==> config.mk <==
export PLATFORM = sky130hd
export DESIGN_NAME = rx_framer
export DESIGN_NICKNAME = d
export VERILOG_FILES = /design/src/rtl/rx_framer.sv
export SDC_FILE = /design/constraint.sdc
export NUM_CORES = 1
export LEC_CHECK = 0
export CAP_MARGIN = 20
export CORE_ASPECT_RATIO = 1.2
export CORE_MARGIN = 8
export CORE_UTILIZATION = 51
export DETAILED_ROUTE_END_ITERATION = 6
export PLACE_DENSITY = 0.79
export SLEW_MARGIN = 20
export SYNTH_ARGS = -nofsm -noshare
export SYNTH_HDL_FRONTEND = slang
export SYNTH_SLANG_ARGS = --single-unit
export TNS_END_PERCENT = 5
==> constraint.sdc <==
create_clock -name clk -period 1.4 [get_ports clk]
set_input_delay 0.14 -clock clk [delete_from_list [all_inputs] [get_ports clk]]
set_output_delay 0.14 -clock clk [all_outputs]
set_load 0.1 [all_outputs]
==> src/rtl/rx_framer.sv <==
`default_nettype none
// ============================================================================
// Module      : rx_framer
// Description : Serial receive framer driven by an external bit timer; start
//               detect, LSB-first shift-in, stop check, ready/read handoff.
//               Optional even-parity stage enabled by RX_FRAMER_PARITY_EN.
// Revision    : 1.0 - initial release
// ============================================================================
module rx_framer #(
    parameter int DATA_BITS = 8
) (
    input  logic                 clk,
    input  logic                 rst,
    input  logic                 serial_in,
    input  logic                 sample_tick,
    input  logic                 data_read,
    output logic                 timer_clear,
    output logic                 timer_enable,
    output logic [DATA_BITS-1:0] rx_data,
    output logic                 data_ready,
    output logic                 overrun_error,
    output logic                 framing_error,
`ifdef RX_FRAMER_PARITY_EN
    output logic                 parity_error,
`endif
    output logic                 busy
);

    localparam int c_CNT_W = (DATA_BITS > 1) ? $clog2(DATA_BITS) : 1;
    localparam logic [c_CNT_W-1:0] c_LAST_BIT = c_CNT_W'(DATA_BITS - 1);

    localparam logic [2:0] c_ST_IDLE   = 3'd0;
    localparam logic [2:0] c_ST_START  = 3'd1;
    localparam logic [2:0] c_ST_RECV   = 3'd2;
`ifdef RX_FRAMER_PARITY_EN
    localparam logic [2:0] c_ST_PARITY = 3'd3;
`endif
    localparam logic [2:0] c_ST_STOP   = 3'd4;
    localparam logic [2:0] c_ST_LOAD   = 3'd5;

    logic [2:0]           r_state;
    logic [c_CNT_W-1:0]   r_bitcnt;
    logic [DATA_BITS-1:0] r_shift;
    logic [DATA_BITS-1:0] r_rx_data;
    logic                 r_s1, r_s2, r_s3;
    logic                 r_data_ready;
    logic                 r_overrun;
    logic                 r_framing;
`ifdef RX_FRAMER_PARITY_EN
    logic                 r_parity;
`endif
    logic                 w_fall;

    assign w_fall = r_s3 & ~r_s2;

    // Clear is Mealy so the timer restarts on the very edge that enters START.
    assign timer_clear   = (r_state == c_ST_IDLE) && w_fall;
    assign timer_enable  = (r_state != c_ST_IDLE) && (r_state != c_ST_LOAD);
    assign busy          = (r_state != c_ST_IDLE);
    assign rx_data       = r_rx_data;
    assign data_ready    = r_data_ready;
    assign overrun_error = r_overrun;
    assign framing_error = r_framing;
`ifdef RX_FRAMER_PARITY_EN
    assign parity_error  = r_parity;
`endif

    always_ff @(posedge clk) begin
        if (rst) begin
            r_state      <= c_ST_IDLE;
            r_bitcnt     <= '0;
            r_shift      <= '0;
            r_rx_data    <= '0;
            r_s1         <= 1'b1;
            r_s2         <= 1'b1;
            r_s3         <= 1'b1;
            r_data_ready <= 1'b0;
            r_overrun    <= 1'b0;
            r_framing    <= 1'b0;
`ifdef RX_FRAMER_PARITY_EN
            r_parity     <= 1'b0;
`endif
        end else begin
            r_s1 <= serial_in;
            r_s2 <= r_s1;
            r_s3 <= r_s2;

            // Consumer handoff; a LOAD in the same cycle overrides below.
            if (r_data_ready && data_read) begin
                r_data_ready <= 1'b0;
                r_overrun    <= 1'b0;
            end

            case (r_state)
                c_ST_IDLE: begin
                    if (w_fall) begin
                        r_state   <= c_ST_START;
                        r_framing <= 1'b0;
`ifdef RX_FRAMER_PARITY_EN
                        r_parity  <= 1'b0;
`endif
                    end
                end
                c_ST_START: begin
                    if (sample_tick) begin
                        if (!r_s2) begin
                            r_state  <= c_ST_RECV;
                            r_bitcnt <= '0;
                        end else begin
                            r_state  <= c_ST_IDLE;
                        end
                    end
                end
                c_ST_RECV: begin
                    if (sample_tick) begin
                        r_shift  <= {r_s2, r_shift[DATA_BITS-1:1]};
                        r_bitcnt <= r_bitcnt + 1'b1;
                        if (r_bitcnt == c_LAST_BIT) begin
`ifdef RX_FRAMER_PARITY_EN
                            r_state <= c_ST_PARITY;
`else
                            r_state <= c_ST_STOP;
`endif
                        end
                    end
                end
`ifdef RX_FRAMER_PARITY_EN
                c_ST_PARITY: begin
                    if (sample_tick) begin
                        // Even parity: the parity bit equals the XOR of the payload.
                        if (r_s2 != ^r_shift) begin
                            r_parity <= 1'b1;
                        end
                        r_state <= c_ST_STOP;
                    end
                end
`endif
                c_ST_STOP: begin
                    if (sample_tick) begin
                        if (r_s2) begin
                            r_state   <= c_ST_LOAD;
                        end else begin
                            r_framing <= 1'b1;
                            r_state   <= c_ST_IDLE;
                        end
                    end
                end
                c_ST_LOAD: begin
                    r_rx_data    <= r_shift;
                    r_data_ready <= 1'b1;
                    if (r_data_ready && !data_read) begin
                        r_overrun <= 1'b1;
                    end
                    r_state <= c_ST_IDLE;
                end
                default: begin
                    r_state <= c_ST_IDLE;
                end
            endcase
        end
    end

endmodule
`default_nettype wire

# After elaboration in Yosys (flattened, before gate mapping)
# Cells that the tools add are included.
dict set report word_totals {
  register_bits 28
  input_bits 5
  wordCells 61
}
dict set report classes {
  addsub 1
  eq_ne 13
  muxes 21
  bitwise 2
  reduce_logical 14
}
# operator count
set ops {}
lappend ops {{$mux W3} 9}
lappend ops {{$ne A2 B2 Y1 const B} 7}
lappend ops {{$pmux W3 S4} 1}
lappend ops {{$eq A3 B3 Y1 const B} 3}
lappend ops {{$mux W1} 8}
lappend ops {{$reduce_and A4 Y1} 2}
lappend ops {{$pmux W3 S2} 1}
lappend ops {{$reduce_bool A2 Y1} 3}
lappend ops {{$reduce_and A5 Y1} 1}
lappend ops {{$logic_and A1 B1 Y1} 4}
lappend ops {{$add A3 B1 Y3 const B} 1}
lappend ops {{$eq A3 B1 Y1 const B} 1}
lappend ops {{$eq A3 B2 Y1 const B} 1}
lappend ops {{$logic_not A3 Y1} 1}
lappend ops {{$ne A3 B3 Y1 const B} 1}
lappend ops {{$reduce_bool A3 Y1} 1}
lappend ops {{$mux W2} 1}
lappend ops {{$pmux W1 S2} 1}
lappend ops {{$reduce_and A2 Y1} 1}
lappend ops {{$and A1 B1 Y1} 1}
lappend ops {{$logic_not A1 Y1} 1}
lappend ops {{$not A1 Y1} 1}

# Longest topological paths before layout
# Gate-level depths: netlist of the first run.
dict set report depth {
  depth_word 4
  ltp_mapped 5
}

# Least setup slack after synthesis of the first run
# OpenSTA, ideal clock, no wires.
dict set report synth_path {
  path_type {flip-flop to output port}
  from {reg r_state[0]}
  to {out timer_enable}
  arrival_time_ns 2.713
  required_time_ns 1.260
  setup_slack_ns -1.453
  stages_incl_launch_ff 4
  cell_sequence {dfxtp_1 buf_2 nor2_1 o21ai_0}
}
dict set report synth_between {
  elab_chain_cells 2
  elab_cells_between_ends 3
}
# item line_no
set synth_rtl {}
lappend synth_rtl {{start, declared} 41} ;# logic [2:0] r_state;
lappend synth_rtl {{start signal, assigned} 70} ;# r_state <= c_ST_IDLE;
lappend synth_rtl {{start signal, assigned} 97} ;# r_state <= c_ST_START;
lappend synth_rtl {{start signal, assigned} 107} ;# r_state <= c_ST_RECV;
lappend synth_rtl {{$ne A3 B3 Y1 or $reduce_bool A3 Y1 (tied branches)} 58} ;# assign timer_enable = (r_state != c_ST_IDLE) && (r_state != c_ST_LOAD);
lappend synth_rtl {{$logic_and A1 B1 Y1 *} 58}
lappend synth_rtl {{end, declared} 18} ;# output logic timer_enable,
# Mark *: on every way between the ends. The rest lies on a longest branch, timed or not.

# Final worst setup path of the first run
dict set report layout_path {
  from {reg r_state[1]}
  to {out timer_clear}
}
dict set report layout_between {
  elab_chain_cells 2
}
# item line_no
set layout_rtl {}
lappend layout_rtl {{$logic_not A3 Y1} 57} ;# assign timer_clear = (r_state == c_ST_IDLE) && w_fall;
lappend layout_rtl {{$logic_and A1 B1 Y1} 57}
lappend layout_rtl {{end, declared} 17} ;# output logic timer_clear,
# No other way between the ends.

==> results.cfg, run 1 <==
[clock_network]
numCtsBuffers = 3
numClockSinks = 28
postCtsHoldBufs = 0
ctsLongestPathBuffers = 2
cts_tree = done
htree_num_levels = 1
cts_root_buffer = clkbuf_4
clkSlewWorstSetupHoldPaths_ns = 0.15
clock_latency_ns = 0.33

[drt]
drt-pass1-iter-count = 4
routedWlPerCell_um = 15.1
ant_nets = 0
route.vias.total = 974
routed_wl_mm = 2.81
vias_per_cell = 5.24
detailedRoute.firstIterationViolations = 21
route.detailed.drc = 0

[worst_setup_path]
crit_slowest_cell = dfxtp_4
cp-startpoint = r_state[1]
arrival_ns = 1.32
path_cells = buf_6 -> nor2_4 -> and3_4 -> buf_12
required_time_worst_endpoint_ns = 1.26
max_stage_delay_ns = 0.38
timing.setup.critical_path_class = flop to output port
r2r-start = r_state[1]
start_kind = flop
critical_path_peak_fanout = 3
timing.critical_path.to_type = output port

[sta]
fin_worst_skew_ns = 0.00286
total_negative_slack_ns = -0.0710
slew_headroom_pct = 70.1
rsz0062_at_grt = yes
max_freq_mhz = 684
final.setup.worst_slack_ns = -0.0622
tightestPinTransition_ns = 0.449
hold_viol_final = 0
timing.hold.ws_ns = 0.348
report.final.setup_viol = 2
period_minus_slack_ns = 1.46
min_period_over_period_pct = 104
slew_viol_final = 0

[place]
setup_slack_placement_ns = -0.0490
hpwlAfterDp_mm = 1.82
gp_routability_congestion = 0.788
place_inst = 174
placement.io_buffers = 18

[global_route]
grt_remaining_overflow = 0
grt_pass1_wl_mm = 4.69
global_route.usage.total_pct = 14.8
grt_start_max_net_pins = 17
grt_pass1_vias = 992
antenna_found_initial = 0

[layout]
signed_area_change_from_the_synthesized_netlist_to_the_final_layout_pct = 51.8
final_layout_size_suffix_gt1_share_pct = 35.5
fillCellCount = 149
final-instance-count-excl-fill = 186
n_antenna_cell = 0
finalNetCount = 163

[synth]
synth.ff_latch_count = 28
synth_top_cells_by_area = dfxtp_1 (48%), mux2i_1 (14%), nor2_1 (6.4%), a21oi_1 (2.6%), ha_1 (2.1%)
synth.most_common_cell = dfxtp_1
synth.top_cells.by_count = dfxtp_1 (28), nor2_1 (20), mux2i_1 (16)
synthCells = 121
syn-cell-area_um2 = 1180
yosys.cell_types.count = 33
synth_async_sr_flop_share_pct = 0
syn_nets = 128
synth_edf_count = 0
yosysSeqAreaShare_pct = 47.6
synth.top_cell.area_share_pct = 47.6
total_number_of_yosys_warnings = 0
dominantRegCellSynth = dfxtp_1
syn_area_per_cell_um2 = 9.73
synth_top_cell_by_area = dfxtp_1

[worst_hold_path]
holdCritStartpoint = serial_in
holdCritPathClass = primary input to flop

[pwr]
power_density_nw_per_um2 = 814
power.switching_w = 0.000314
p_sw_share_pct = 21.6
p_comb_share_pct = 8.2
power.static_leakage_nw = 0.760
clkPwrFrac_pct = 36.6
report.power.total_w = 0.00145
irDropWorstVdd_uv = 1130
p_seq_share_pct = 55.2
internal-power_w = 0.00114

[floorplanning]
placeableCoreArea_um2 = 2230
floorplan.io_pins = 19
fp-row-count = 19
overall_die_area_um2 = 4110
initial_core_util_pct = 52.7
floorplan.die.width_um = 59.9
dieHeight_um = 68.6

[outcome]
outcome = finished with violations
violations = setup timing

[job]
cap_violations = 0
-- area by class of cell --
cell class	count	area [um^2]	share of cell area, %
sequential	28	573	32.1
tap	31	38.8	2.17
timing repair buffer	38	494	27.7
multi-input combinational	83	621	34.7
inverter	2	7.51	0.420
clock buffer	3	22.5	1.26
clock inverter	1	30.0	1.68
-- metrics by stage --
step / util [%] / instance area [um^2]
finish: 80.0 / 1790
global route: 80.0 / 1790
CTS: 78.9 / 1760
detailed placement: 71.9 / 1610
global placement: 71.9 / 1610
floorplan: - / 1190
-- layer usage --
metal	routed length [um]	global-route usage, %	vias up
met1	1190	15.9	452
met5	0	0	-
met2	1430	27.0	27
met3	144	3.34	5
met4	45	6.87	0
li1	-	-	490
-- kinds of logic after synthesis --
family                     count (synthesis)  share of synthesized area [%]
AOI/OAI and AO/OA                         18                           10.5
adders and majority gates                  2                           2.13
buffers and inverters                     10                           4.46
DFF                                       28                           47.6
muxes                                     16                           13.6
and+or+nand+nor                           47                           21.7
-- final timing paths --
check	end	slack, ns	cells after the start
worst max-delay path	timer_clear	-0.06	4
worst min-delay path	r_s1	0.35	2
worst max register to register	r_state[1]	0.01	3
worst min register to register	r_s2	0.43	1
-- cells in the final DEF (no fill, tap or decap), types with 3 or more instances in the layout --
cell type and n:
buf_6 3, mux2i_1 15, dfxtp_4 3, or2_2 3, nand2_1 3, clkdlybuf4s50_1 4, buf_4 16, clkbuf_4 3
nand2b_1 3, nor2b_1 4, dfxtp_1 24, o21ai_0 3, a21oi_1 6, nor2_1 18, buf_12 15
-- power groups by stage --
stage | clock, W | sequential (W) | combinational [W]
after floorplan | 0 | 0.000822 | 0.0000584
after global placement | 0 | 0.000825 | 0.000100
after detailed placement | 0 | 0.000825 | 0.000102
after CTS | 0.000531 | 0.000802 | 0.000115
after global routing | 0.000573 | 0.000804 | 0.000126
final | 0.000533 | 0.000803 | 0.000119
-- what timing repair did --
action                                  in CTS  in global routing
buffers inserted                             8                  0
pin swaps                                    2                  4
endpoints found under the hold margin        0                  0
endpoints found under the setup margin       4                  8
gates resized for setup                     15                  6
-- state kept, by name, indices dropped and copies added, names as in the netlist, named ones only --
signal / cells
framing_error: 1
r_s1: 1
data_ready: 1
rx_data: 8
r_s3: 1
r_shift: 8
r_state: 3
r_bitcnt: 3
r_s2: 1
-- critical path: cells and delay by family, from the launching register on --
family / cells / cell delay [ns]
buffers and inverters: 2 / 0.29
flip-flops: 1 / 0.38
AND/OR/NAND/NOR: 2 / 0.31
Note: power is estimated with default switching activity, not from simulation.
==> run 2: changes to the inputs <==
- SLEW_MARGIN: 20 -> 30
==> results of run 2 <==
Final layout, timing and power as in run 1 (identical DEF).
==> run 3: changes to the inputs <==
- CORE_ASPECT_RATIO: 1.2 -> default
- SLEW_MARGIN: 30 -> 0
==> run 3 against run 2 <==
  * Sequential cell count did not move
  * The run still ends with setup timing left
  * Setup slack got worse by 0.0032 ns
  * Core utilization fell by 0.058 points
  * Global-route usage barely moved
  * Critical path type unchanged
  * Count of clock-buffer cells in the layout did not move
==> results.cfg, run 3 (synthesized netlist as in run 1, its figures left out) <==
[drt]
detailroute.wirelength.met2_mm = 1.51
detailedRoute.firstIterationViolations = 54
wl_met3_um = 149
vias_per_cell = 5.52
route.detailed.drc = 0
routed_wl_mm = 2.88
topRoutingLayerUsed = met4
route.vias.total = 993
ant_nets = 0
met1Wirelength_mm = 1.16
drt-pass1-iter-count = 4
routedWlPerCell_um = 16.0

[pwr]
p_seq_share_pct = 55.6
power.static_leakage_nw = 0.747
report.power.total_w = 0.00144
internal-power_w = 0.00114
p_sw_share_pct = 21.1
p_comb_share_pct = 8.1
power.switching_w = 0.000304
power_density_nw_per_um2 = 825
irDropWorstVdd_uv = 840
clkPwrFrac_pct = 36.3

[sta]
final.setup.worst_slack_ns = -0.0654
tightestPinTransition_ns = 0.320
slew_viol_final = 0
period_minus_slack_ns = 1.47
slew_headroom_pct = 78.7
min_period_over_period_pct = 105
report.final.setup_viol = 3
hold_viol_final = 0
rsz0062_at_grt = yes
fin_worst_skew_ns = 0.00379
max_freq_mhz = 682

[worst_setup_path]
timing.setup.critical_path_class = flop to output port
start_kind = flop
critical_path.reg2reg.endpoint = r_state[1]
path_cells = buf_6 -> and2_4 -> o21ai_4 -> buf_12
critical_path.n_buffers_inverters = 2
r2r_cells = 4
required_time_worst_endpoint_ns = 1.26
arrival_ns = 1.33
worst-r2r-setup-slack_ns = 0.01
r2r-start = r_state[0]
critical_path_peak_fanout = 3
critPathTopFamily = flip-flops
timing.critical_path.to_type = output port
crit_slowest_cell = dfxtp_4
max_stage_delay_ns = 0.39

[clock_network]
ctsLongestPathBuffers = 2
numClockSinks = 28
numCtsBuffers = 3
cts_tree = done
clock_latency_ns = 0.33
htree_num_levels = 1
clkSlewWorstSetupHoldPaths_ns = 0.14
postCtsHoldBufs = 0
cts_root_buffer = clkbuf_4

[floorplanning]
fp-row-count = 17
floorplan.io_pins = 19
floorplan.die.width_um = 64.0
initial_core_util_pct = 53.7
dieHeight_um = 64.0
placeableCoreArea_um2 = 2190
overall_die_area_um2 = 4100

[job]
cap_violations = 0

[layout]
final-instance-count-excl-fill = 180
layout.cells.most_common = dfxtp_1
n_antenna_cell = 0
top_library_cells_by_usage_in_the_layout_fill_and_taps_aside = dfxtp_1 (24), nor2_1 (18), mux2i_1 (16), buf_12 (16), buf_4 (12)
signed_area_change_from_the_synthesized_netlist_to_the_final_layout_pct = 48.7
finalNetCount = 160
final_layout_size_suffix_gt1_share_pct = 32.9

[place]
setup_slack_placement_ns = -0.0604
gp_routability_congestion = 0.802
place_inst = 170
placement.io_buffers = 18
hpwlAfterDp_mm = 1.92

[global_route]
grt_pass1_wl_mm = 4.84
grt_pass1_vias = 1041
global_route.usage.total_pct = 14.8
grt_remaining_overflow = 0
antenna_found_initial = 0
grt_start_max_net_pins = 21

[worst_hold_path]
holdCritPathClass = primary input to flop
whs_path_depth = 2
hold_path_end = r_s1
holdCritStartpoint = serial_in

[outcome]
outcome = finished with violations
violations = setup timing
run 3: cell count changes in the layout (fill, tap and decap cells not counted), sizes merged:
cell  change
buf       -3
run 3: final cells by class:
class | count | area (um^2)
inverter | 2 | 7.51
clock buffer | 3 | 22.5
clock inverter | 1 | 30.0
multi-input combinational | 83 | 598
timing repair buffer | 35 | 484
tap | 28 | 35.0
fill | 127 | 440
sequential | 28 | 573
run 3: routing by layer:
layer | track usage [%] | up-vias
li1 | - | 483
met1 | 14.6 | 477
met2 | 27.7 | 28
met3 | 3.31 | 5
met4 | 8.36 | 0
met5 | 0 | -
run 3: what timing repair did:
action,4_1_cts,5_1_grt
endpoints found under the setup margin,3,12
endpoints found under the hold margin,0,0
pin swaps,2,4
gates cloned,0,0
resized for setup,14,2
buffers inserted,5,1
run 3: worst max path at each step:
stage                     start            end  cells after the start
floorplan            r_state[2]  framing_error                      4
global placement    sample_tick     r_shift[6]                      5
detailed placement  sample_tick     r_shift[5]                      5
CTS                  r_state[2]   timer_enable                      4
global route         r_state[0]   timer_enable                      4
finish               r_state[0]   timer_enable                      4
run 3: worst register-to-register path, delay by kind of cell (launching register included):
| kind | cells | cell delay, ns |
|---|---|---|
| flip-flops | 1 | 0.39 |
| AO/OA/AOI/OAI | 2 | 0.49 |
| buffers and inverters | 1 | 0.16 |
| AND/OR/NAND/NOR | 1 | 0.26 |
run 3: power by group through the flow:
stage / combinational [W] / sequential (W) / clock, W
floorplan: 0.0000584 / 0.000822 / 0
global placement: 0.000102 / 0.000825 / 0
detailed placement: 0.000106 / 0.000825 / 0
CTS: 0.000114 / 0.000802 / 0.000537
global route: 0.000123 / 0.000804 / 0.000566
finish: 0.000117 / 0.000803 / 0.000525
run 3: through the flow:
step	cell area [um^2]	hold WS (ns)	util, %	TNS (ns)
finish	1750	0.351	79.9	-0.124
global route	1750	0.352	79.9	-0.577
CTS	1740	0.348	79.3	-0.208
detailed placement	1610	0.406	73.4	-0.373
global placement	1610	0.392	73.4	-0.00682
floorplan	1190	0.242	-	-0.350
